[src/rtl/csr_pkg.sv]
// csr_pkg: shared encodings for the CSR access controller slice.
// Op codes, FSM state encoding and the read-only address field.
package csr_pkg;

    localparam logic [1:0] CSR_OP_RW = 2'b01;
    localparam logic [1:0] CSR_OP_RS = 2'b10;
    localparam logic [1:0] CSR_OP_RC = 2'b11;

    localparam logic [1:0] ST_IDLE  = 2'd0;
    localparam logic [1:0] ST_READ  = 2'd1;
    localparam logic [1:0] ST_WRITE = 2'd2;
    localparam logic [1:0] ST_DONE  = 2'd3;

    localparam logic [1:0] CSR_RO_FIELD = 2'b11;

endpackage

[src/rtl/csr_hit_checker.sv]
// csr_hit_checker: reduces the responder strobe vector to
// "nobody answered" and "more than one answered" flags.
module csr_hit_checker #(
    parameter int NUM_RESPONDERS = 8
) (
    input  logic [NUM_RESPONDERS-1:0] hit,
    output logic                      none,
    output logic                      multiple
);

    logic seen;

    // Walk the strobes; a second set bit marks a conflict.
    always_comb begin
        seen     = 1'b0;
        multiple = 1'b0;
        for (int i = 0; i < NUM_RESPONDERS; i++) begin
            if (hit[i]) begin
                if (seen) begin
                    multiple = 1'b1;
                end
                seen = 1'b1;
            end
        end
    end

    assign none = ~|hit;

endmodule

[src/rtl/csr_access_controller.sv]
// csr_access_controller: runs core CSR ops as read / optional write on the CSR bus.
// Define CSR_FAULT_CAPTURE_EN to add fault_address / fault_count outputs.
module csr_access_controller
    import csr_pkg::*;
#(
    parameter int NUM_RESPONDERS = 8,
    parameter int RO_CHECK       = 1
) (
    input  logic                      clk,
    input  logic                      rst,
    input  logic                      req_valid,
    output logic                      req_ready,
    input  logic [11:0]               req_address,
    input  logic [1:0]                req_op,
    input  logic [31:0]               req_data,
    input  logic                      req_write_suppress,
    output logic                      resp_valid,
    output logic [31:0]               resp_read_data,
    output logic                      resp_error,
`ifdef CSR_FAULT_CAPTURE_EN
    output logic [11:0]               fault_address,
    output logic [15:0]               fault_count,
`endif
    output logic                      csrReadEnable,
    output logic [11:0]               csrReadAddress,
    input  logic [31:0]               csrReadData,
    input  logic [NUM_RESPONDERS-1:0] csrRequestOutputs,
    output logic                      csrWriteEnable,
    output logic [11:0]               csrWriteAddress,
    output logic [31:0]               csrWriteData
);

    logic [1:0]  state;
    logic [11:0] addr_q;
    logic [1:0]  op_q;
    logic [31:0] data_q;
    logic        sup_q;
    logic [31:0] old_q;
    logic [31:0] new_q;
    logic        err_q;

    logic        none;
    logic        multiple;
    logic        wr_need;
    logic        bad_op;
    logic        ro_hit;
    logic        illegal;
    logic [31:0] new_val;

    csr_hit_checker #(
        .NUM_RESPONDERS(NUM_RESPONDERS)
    ) u_hit (
        .hit     (csrRequestOutputs),
        .none    (none),
        .multiple(multiple)
    );

    // Decide write need, modified value and legality from the bus sample.
    always_comb begin
        wr_need = 1'b0;
        bad_op  = 1'b0;
        new_val = data_q;
        unique case (op_q)
            CSR_OP_RW: begin
                wr_need = 1'b1;
                new_val = data_q;
            end
            CSR_OP_RS: begin
                wr_need = !sup_q;
                new_val = csrReadData | data_q;
            end
            CSR_OP_RC: begin
                wr_need = !sup_q;
                new_val = csrReadData & ~data_q;
            end
            default: bad_op = 1'b1;
        endcase
        ro_hit  = (RO_CHECK != 0) && (addr_q[11:10] == CSR_RO_FIELD)
                  && wr_need;
        illegal = none | multiple | bad_op | ro_hit;
    end

    // Transaction sequencer: latch, read, optional write, respond.
    always_ff @(posedge clk) begin
        if (rst) begin
            state  <= ST_IDLE;
            addr_q <= '0;
            op_q   <= '0;
            data_q <= '0;
            sup_q  <= 1'b0;
            old_q  <= '0;
            new_q  <= '0;
            err_q  <= 1'b0;
        end else begin
            unique case (state)
                ST_IDLE: begin
                    if (req_valid) begin
                        addr_q <= req_address;
                        op_q   <= req_op;
                        data_q <= req_data;
                        sup_q  <= req_write_suppress;
                        state  <= ST_READ;
                    end
                end
                ST_READ: begin
                    old_q <= csrReadData;
                    new_q <= new_val;
                    err_q <= illegal;
                    if (illegal || !wr_need) begin
                        state <= ST_DONE;
                    end else begin
                        state <= ST_WRITE;
                    end
                end
                ST_WRITE: state <= ST_DONE;
                default:  state <= ST_IDLE;
            endcase
        end
    end

`ifdef CSR_FAULT_CAPTURE_EN
    // Remember the last illegal address and count illegal responses.
    always_ff @(posedge clk) begin
        if (rst) begin
            fault_address <= '0;
            fault_count   <= '0;
        end else if (state == ST_DONE && err_q) begin
            fault_address <= addr_q;
            if (fault_count != 16'hFFFF) begin
                fault_count <= fault_count + 16'd1;
            end
        end
    end
`endif

    assign req_ready       = (state == ST_IDLE);
    assign csrReadEnable   = (state == ST_READ);
    assign csrReadAddress  = csrReadEnable ? addr_q : '0;
    assign csrWriteEnable  = (state == ST_WRITE);
    assign csrWriteAddress = csrWriteEnable ? addr_q : '0;
    assign csrWriteData    = csrWriteEnable ? new_q : '0;
    assign resp_valid      = (state == ST_DONE);
    assign resp_error      = resp_valid & err_q;
    assign resp_read_data  = (resp_valid && !err_q) ? old_q : '0;

endmodule

[config.mk]
export PLATFORM = sky130hd
export DESIGN_NAME = csr_access_controller
export DESIGN_NICKNAME = d
export VERILOG_FILES = /design/src/rtl/csr_pkg.sv /design/src/rtl/csr_hit_checker.sv /design/src/rtl/csr_access_controller.sv
export SDC_FILE = /design/constraint.sdc
export NUM_CORES = 1
export LEC_CHECK = 0
export ABC_AREA = 1
export BUFFER_PORTS_ARGS = -buffer_cell sky130_fd_sc_hd__buf_2
export CAP_MARGIN = 5
export CORE_ASPECT_RATIO = 1.25
export CORE_MARGIN = 2
export CORE_UTILIZATION = 32
export DETAILED_ROUTE_END_ITERATION = 6
export GPL_TIMING_DRIVEN = 0
export PLACE_DENSITY = 0.51
export SYNTH_ARGS = -nofsm -noshare
export SYNTH_HDL_FRONTEND = slang
export SYNTH_HIERARCHICAL = 1
export SYNTH_SLANG_ARGS = --single-unit
[constraint.sdc]
create_clock -name clk -period 3.6 [get_ports clk]
set_clock_uncertainty 0.1 [all_clocks]
set_input_delay 0.18 -clock clk [delete_from_list [all_inputs] [get_ports clk]]
set_output_delay 0.18 -clock clk [all_outputs]
set_load 0.1 [all_outputs]
==> results of run 1 <==
[report_power, final]
part	internal, W	switching (W)
logic	0.000807	0.00217
registers	0.00170	0.000176
clock network	0.00146	0.000613
total	0.00397	0.00296
[path summary, 6_finish.rpt]
check,cells past startpoint,startpoint,to,slack (ns)
setup reg to reg,6,state[0],data_q[6],1.76
hold reg to reg,2,old_q[11],old_q[11],0.36
hold / removal,3,csrReadData[10],old_q[10],0.01
setup / recovery,7,state[0],resp_read_data[30],1.14
[synthesized netlist by cell type]
cell	number
inv_1	164
dfxtp_1	114
o21ai_0	79
nand2_1	74
a21oi_1	68
nor2_1	68
o211ai_1	34
buf_2	24
nand3_1	23
o211ai_2	19
o21ai_1	15
buf_6	12
a31oi_1	11
clkbuf_1	10
buf_4	4
ha_1	4
clkbuf_4	2
inv_2	2
nor2_2	2
clkbuf_2	1
inv_4	1
nand2_2	1
nand2_4	1
nand4_1	1
or2_0	1
or2_1	1
or2_2	1
[through the flow]
step	hold slack, ns	instance area [sq um]	std cells	util, %	setup WS [ns]
final	0.00979	8080	1250	48.5	1.14
after global routing	0.0178	8080	1250	48.5	1.01
after CTS	0.00144	8080	1250	48.5	1.09
after detailed placement	0.283	6570	1139	39.4	1.55
after global placement	0.279	6570	1139	39.4	1.55
after floorplan	0.149	5380	737	-	0.261
[sequential cells by signal, summed over array words and instances, names as in the netlist]
signal  count
new_q      32
addr_q     12
op_q        2
state       2
old_q      32
sup_q       1
data_q     32
err_q       1
[per-layer routing]
| metal | track usage (%) | vias to the layer above |
|---|---|---|
| li1 | - | 2898 |
| met5 | 0 | - |
| met2 | 36.3 | 152 |
| met1 | 23.9 | 2500 |
| met3 | 5.16 | 20 |
| met4 | 7.12 | 0 |
[tightest hold or removal path, cell delays in order]
cell	delay (ns)
buf_2	0.12
o21ai_0	0.09
a21oi_1	0.10
[logic make-up (layout without fill, tap and decap cells)]
kind of cell,count (synthesis),in the layout,synth area share (%)
AOI/OAI and AO/OA,226,226,25.5
adders and majority gates,4,4,0.930
buffers and inverters,220,513,18.1
DFF,114,114,42.4
and+or+nand+nor,173,173,13.1
[timing repair]
| item | CTS | global route |
|---|---|---|
| hold buffers | 79 | 0 |
| hold endpoints to repair | 80 | 0 |
| resized for setup | 0 | 0 |
[final cells by class]
cell class	count	area, sq um	area share (%)
Sequential cell	114	2280	28.3
Timing Repair Buffer	261	1700	21.1
Clock buffer	18	439	5.44
Multi-Input combinational cell	403	2130	26.3
Tap cell	220	275	3.41
Clock inverter	14	282	3.49
Buffer	53	343	4.24
Inverter	167	629	7.79
==> impl_metrics.env, run 1 <==
export IMPL_overflow=0
export IMPL_synth_seq_area_share_pct=42.4
export IMPL_crit_family="buffers and inverters"
export IMPL_final_hold_violation_count=0
export IMPL_routed_wl_um=17900
export IMPL_synth_top_area_share_pct=42.4
export IMPL_clk_pin_slew_ns=0.05
export IMPL_setup_viol=0
export IMPL_crit_path_cell_trace="ha_1, inv_1, or2_1, buf_2, buf_6, nor2_1, buf_2"
export IMPL_layout_commonest_cell="buf_2"
export IMPL_cts_sinks=114
export IMPL_hold_path_class="primary input to flop"
export IMPL_syn2layout_area_growth_pct=50.1
export IMPL_setup_tns_ns=0
export IMPL_fp_dieW_um=120
export IMPL_ir_worst_vdd_mv=0.403
export IMPL_grt_start_max_net_pins=17
export IMPL_netlist_area_sq_um=5380
export IMPL_fin_crit_ns=2.46
export IMPL_synth_nets=831
export IMPL_clk_path_buf_depth=2
export IMPL_drv_cap=0
export IMPL_critPathRequiredTime_ns=3.32
export IMPL_dr_wl_met3_um=984
export IMPL_rsz0062_at_grt="false"
export IMPL_synth_area_per_cell_sq_um=7.30
export IMPL_wl_met1_um=7620
export IMPL_core_sq_um=16600
export IMPL_grt_usage_pct=20.5
export IMPL_drt_vias_per_instance=4.46
export IMPL_met2_wirelength_um=9040
export IMPL_yosysTopAreaCell="dfxtp_1"
export IMPL_vias=5570
export IMPL_cp_max_fo=10
export IMPL_worstMarginPinSlew_ns=0.545
export IMPL_drive_gt1_share_pct=27.6
export IMPL_htreeDepth=4
export IMPL_path_buf_inv=4
export IMPL_io_buffers=182
export IMPL_fin_crit_sh_pct=68.3
export IMPL_drc=0
export IMPL_routabilityCongestion=0.772
export IMPL_synth_cells=737
export IMPL_dieArea_sq_um=17900
export IMPL_antenna_cells=0
export IMPL_synth_cell_types=27
export IMPL_end_kind="primary output"
export IMPL_synth_area_top_cells="dfxtp_1 (42%), inv_1 (11%), o21ai_0 (7.3%), a21oi_1 (6.3%), nand2_1 (5.2%)"
export IMPL_antenna_found_initial=0
export IMPL_status="finished, final reports clean"
export IMPL_hpwlAfterDp_um=12700
export IMPL_finalNetCount=1111
export IMPL_n_fill_cell=1737
export IMPL_powerDensity_nw_per_um2=858
export IMPL_clkLatencyLatePin_ns=0.42
export IMPL_routed_top_layer="met4"
export IMPL_start_util_pct=32.3
export IMPL_yosysWarnings=6
export IMPL_max_freq_mhz=407
export IMPL_postRouteAntennaNets=0
export IMPL_p_leak_nw=4.28
export IMPL_clockRootBuffer="clkbuf_16"
export IMPL_die_height_um=149
export IMPL_drt_iter0_drc=176
export IMPL_grt_first_pass_wirelength_um=28400
export IMPL_crit_path_max_incr_delay_ns=0.45
export IMPL_grt_pass1_vias=5573
export IMPL_post_cts_buffers=0
export IMPL_first_pass_iters=4
export IMPL_path_class="flop to primary output"
export IMPL_final_cell_mix="buf_2 (206), inv_1 (164), dfxtp_1 (114), o21ai_0 (79), dlygate4sd3_1 (79)"
export IMPL_io_pins=183
export IMPL_cp_arrival_ns=2.18
export IMPL_slew_violations=0
export IMPL_ys_ff_latch=114
export IMPL_power_total_w=0.00693
export IMPL_slowest_stage="buf_2"
export IMPL_max_slew_margin_rel_pct=63.7
export IMPL_cp_common_cell="buf_2"
export IMPL_numCtsBuffers=17
export IMPL_tritoncts="yes"
export IMPL_critPathLaunchType="flop"
export IMPL_num_rows=53
export IMPL_wl_per_cell_um=14.3
No activity file was read; power rests on OpenSTA's default activity.
==> run 2: changes to the inputs <==
--- a/config.mk
+++ b/config.mk
@@ -5,7 +5,7 @@
 export SDC_FILE = /design/constraint.sdc
 export NUM_CORES = 1
 export LEC_CHECK = 0
-export ABC_AREA = 1
+export ABC_AREA = 0
 export BUFFER_PORTS_ARGS = -buffer_cell sky130_fd_sc_hd__buf_2
 export CAP_MARGIN = 5
 export CORE_ASPECT_RATIO = 1.25
==> constraint.sdc (replaced) <==
create_clock -name clk -period 2.4 [get_ports clk]
set_clock_uncertainty 0.1 [all_clocks]
set_input_delay 0.12 -clock clk [delete_from_list [all_inputs] [get_ports clk]]
set_output_delay 0.12 -clock clk [all_outputs]
set_load 0.1 [all_outputs]
==> run 2 against run 1 <==
Power is 29% higher. Count of clock-buffer cells in the layout up 4. Combinational power rose by 17%.
==> impl_metrics.env, run 2 <==
export IMPL_cp_max_fo=10
export IMPL_synth_edf_count=0
export IMPL_grt_usage_pct=19.6
export IMPL_synthFlopType="dfxtp_1"
export IMPL_path_class="flop to primary output"
export IMPL_start_util_pct=32.8
export IMPL_final_hold_violation_count=0
export IMPL_ir_worst_vdd_mv=0.469
export IMPL_hold_path_class="primary input to flop"
export IMPL_antenna_cells=0
export IMPL_drc=0
export IMPL_holdWs_ns=0.0853
export IMPL_overflow=0
export IMPL_drt_vias_per_instance=4.65
export IMPL_multi_input_area_sq_um=2670
export IMPL_regArea_sq_um=2280
export IMPL_drt_iter0_drc=208
export IMPL_dpl_cell_area_sq_um=6380
export IMPL_numCtsBuffers=17
export IMPL_hold_path_depth=4
export IMPL_hold_end="state[1]"
export IMPL_dp_slack_ns=-0.0268
export IMPL_drv_cap=0
export IMPL_postLayoutCellArea_sq_um=8030
export IMPL_netlist_area_sq_um=5150
export IMPL_max_slew_margin_rel_pct=60.5
export IMPL_dieArea_sq_um=17100
export IMPL_worstMarginPinSlew_ns=0.592
export IMPL_syn2layout_area_growth_pct=55.7
export IMPL_routabilityCongestion=0.743
export IMPL_clockRootBuffer="clkbuf_16"
export IMPL_synth_area_per_cell_sq_um=8.29
export IMPL_grt_start_max_net_pins=17
export IMPL_antenna_found_initial=0
export IMPL_io_pins=183
export IMPL_routed_top_layer="met4"
export IMPL_routed_wl_um=16900
export IMPL_hp_start="req_valid"
export IMPL_clk_pin_slew_ns=0.05
export IMPL_drive_gt1_share_pct=32.1
export IMPL_dr_wl_met3_um=683
export IMPL_core_sq_um=15700
export IMPL_vias=5246
export IMPL_hpwlAfterDp_um=12100
export IMPL_n_fill_cell=1572
export IMPL_grt_pass1_vias=5215
export IMPL_rsz0062_at_grt="false"
export IMPL_yosysTopAreaCell="dfxtp_1"
export IMPL_rrSetupSlack_ns=0.63
export IMPL_reg2reg_from="state[0]"
export IMPL_status="finished, final reports clean"
export IMPL_finalNetCount=996
export IMPL_first_pass_iters=4
export IMPL_die_height_um=146
export IMPL_synth_top_cells_by_count="dfxtp_1 (114), nand2_1 (112), and2_1 (90), nor2_1 (62), a21oi_1 (58)"
export IMPL_cts_sinks=114
export IMPL_layout_commonest_cell="buf_2"
export IMPL_slew_violations=0
export IMPL_cp_arrival_ns=2.06
export IMPL_p_leak_nw=3.55
export IMPL_wl_per_cell_um=15.0
export IMPL_critPathLaunchType="flop"
export IMPL_clk_path_buf_depth=2
export IMPL_end_kind="primary output"
export IMPL_max_freq_mhz=439
export IMPL_fin_crit_sh_pct=94.9
export IMPL_fin_crit_ns=2.28
export IMPL_synth_top_area_share_pct=44.3
export IMPL_synth_cells=622
export IMPL_synth_nets=716
export IMPL_synth_most_common_cell="dfxtp_1"
export IMPL_clkLatencyLatePin_ns=0.40
export IMPL_r2r_end="data_q[29]"
export IMPL_postRouteAntennaNets=0
export IMPL_tritoncts="yes"
export IMPL_async_reset_ff_share_pct=0
export IMPL_yosysWarnings=6
export IMPL_synth_cell_types=35
export IMPL_ys_ff_latch=114
export IMPL_wl_met1_um=7050
export IMPL_critPathRequiredTime_ns=2.18
export IMPL_synth_seq_area_share_pct=44.3
export IMPL_grt_first_pass_wirelength_um=26500
export IMPL_fp_dieW_um=118
export IMPL_fin_ws_ns=0.123
export IMPL_synth_area_top_cells="dfxtp_1 (44%), and2_1 (11%), nand2_1 (8.2%), mux2i_1 (6.4%), a21oi_1 (5.6%)"
export IMPL_final_cell_mix="buf_2 (130), dfxtp_1 (114), nand2_1 (112), dlygate4sd3_1 (80), buf_4 (65)"
export IMPL_htreeDepth=4
export IMPL_final_core_util_pct=51.1
export IMPL_num_rows=51
export IMPL_met2_wirelength_um=8840
export IMPL_setup_viol=0
export IMPL_powerDensity_nw_per_um2=1120
export IMPL_r2r_cells=7
export IMPL_io_buffers=181
export IMPL_reg_top3="data_q x32, new_q x32, old_q x32"
[run 2: changes by cell type after synthesis, sizes merged, moves of 18 or more]
cell / delta
inv: -164
o21ai: -93
and2: +91
o211ai: -53
nand2: +37
mux2i: +33
nand3: -23
nor3: +18
[run 2: cell families (layout without fill, tap and decap cells)]
kind of cell,count (synthesis),in the layout,share of synthesized area (%)
flops,114,114,44.3
fa+ha+maj,5,5,1.17
mux,33,33,6.41
compound gates,98,98,12.4
buf+inv,52,345,5.15
simple gates,320,320,30.7
[run 2: how the worst max path moves through the flow]
stage / start / end / slack (ns) / cells after the start
floorplan: state[1] / csrReadAddress[10] / -0.009 / 5
global placement: state[0] / resp_read_data[26] / -0.008 / 5
detailed placement: state[1] / resp_read_data[26] / -0.03 / 5
CTS: state[0] / csrWriteData[2] / 0.0003 / 5
global route: state[0] / csrWriteData[6] / 0.03 / 5
finish: state[0] / csrWriteData[17] / 0.12 / 5
[run 2: power by group]
group	internal, W	switching, W	total (W)
logic	0.00114	0.00235	0.00349
registers	0.00239	0.000268	0.00266
clock network	0.00194	0.000857	0.00280
total	0.00548	0.00348	0.00896
[run 2: per-layer routing]
| layer | global-route usage (%) | vias up |
|---|---|---|
| met3 | 3.96 | 23 |
| li1 | - | 2649 |
| met4 | 6.99 | 0 |
| met1 | 22.5 | 2435 |
| met2 | 35.8 | 139 |
| met5 | 0 | - |
[run 2: critical path, stage by stage (launching register included)]
cell,delay [ns]
dfxtp_1,0.34
inv_1,0.09
ha_2,0.35
clkbuf_2,0.27
and2_1,0.16
buf_2,0.43
[run 2: what timing repair did]
item	4_1_cts	5_1_grt
endpoints found under the setup margin	57	68
setup buffers	0	0
hold endpoints to repair	107	0
gates resized for setup	58	24
cloned	0	0
hold buffers	80	0
[run 2: through the flow]
stage / setup TNS, ns / cells / total power (W)
after CTS: 0 / 1127 / 0.00902
after global routing: 0 / 1127 / 0.00946
after detailed placement: -0.0400 / 1015 / 0.00606
final: 0 / 1127 / 0.00896
after floorplan: -0.00920 / 622 / 0.00528
after global placement: -0.00776 / 1015 / 0.00599
[run 2: final cells by class]
class / count / area share, %
clock inverters: 10 / 2.21
plain buffers: 49 / 3.32
multi-input cells: 456 / 33.3
clock buffers: 22 / 6.03
inverters: 3 / 0.140
flip-flops and latches: 114 / 28.4
repair buffers: 261 / 23.3
well taps: 212 / 3.31
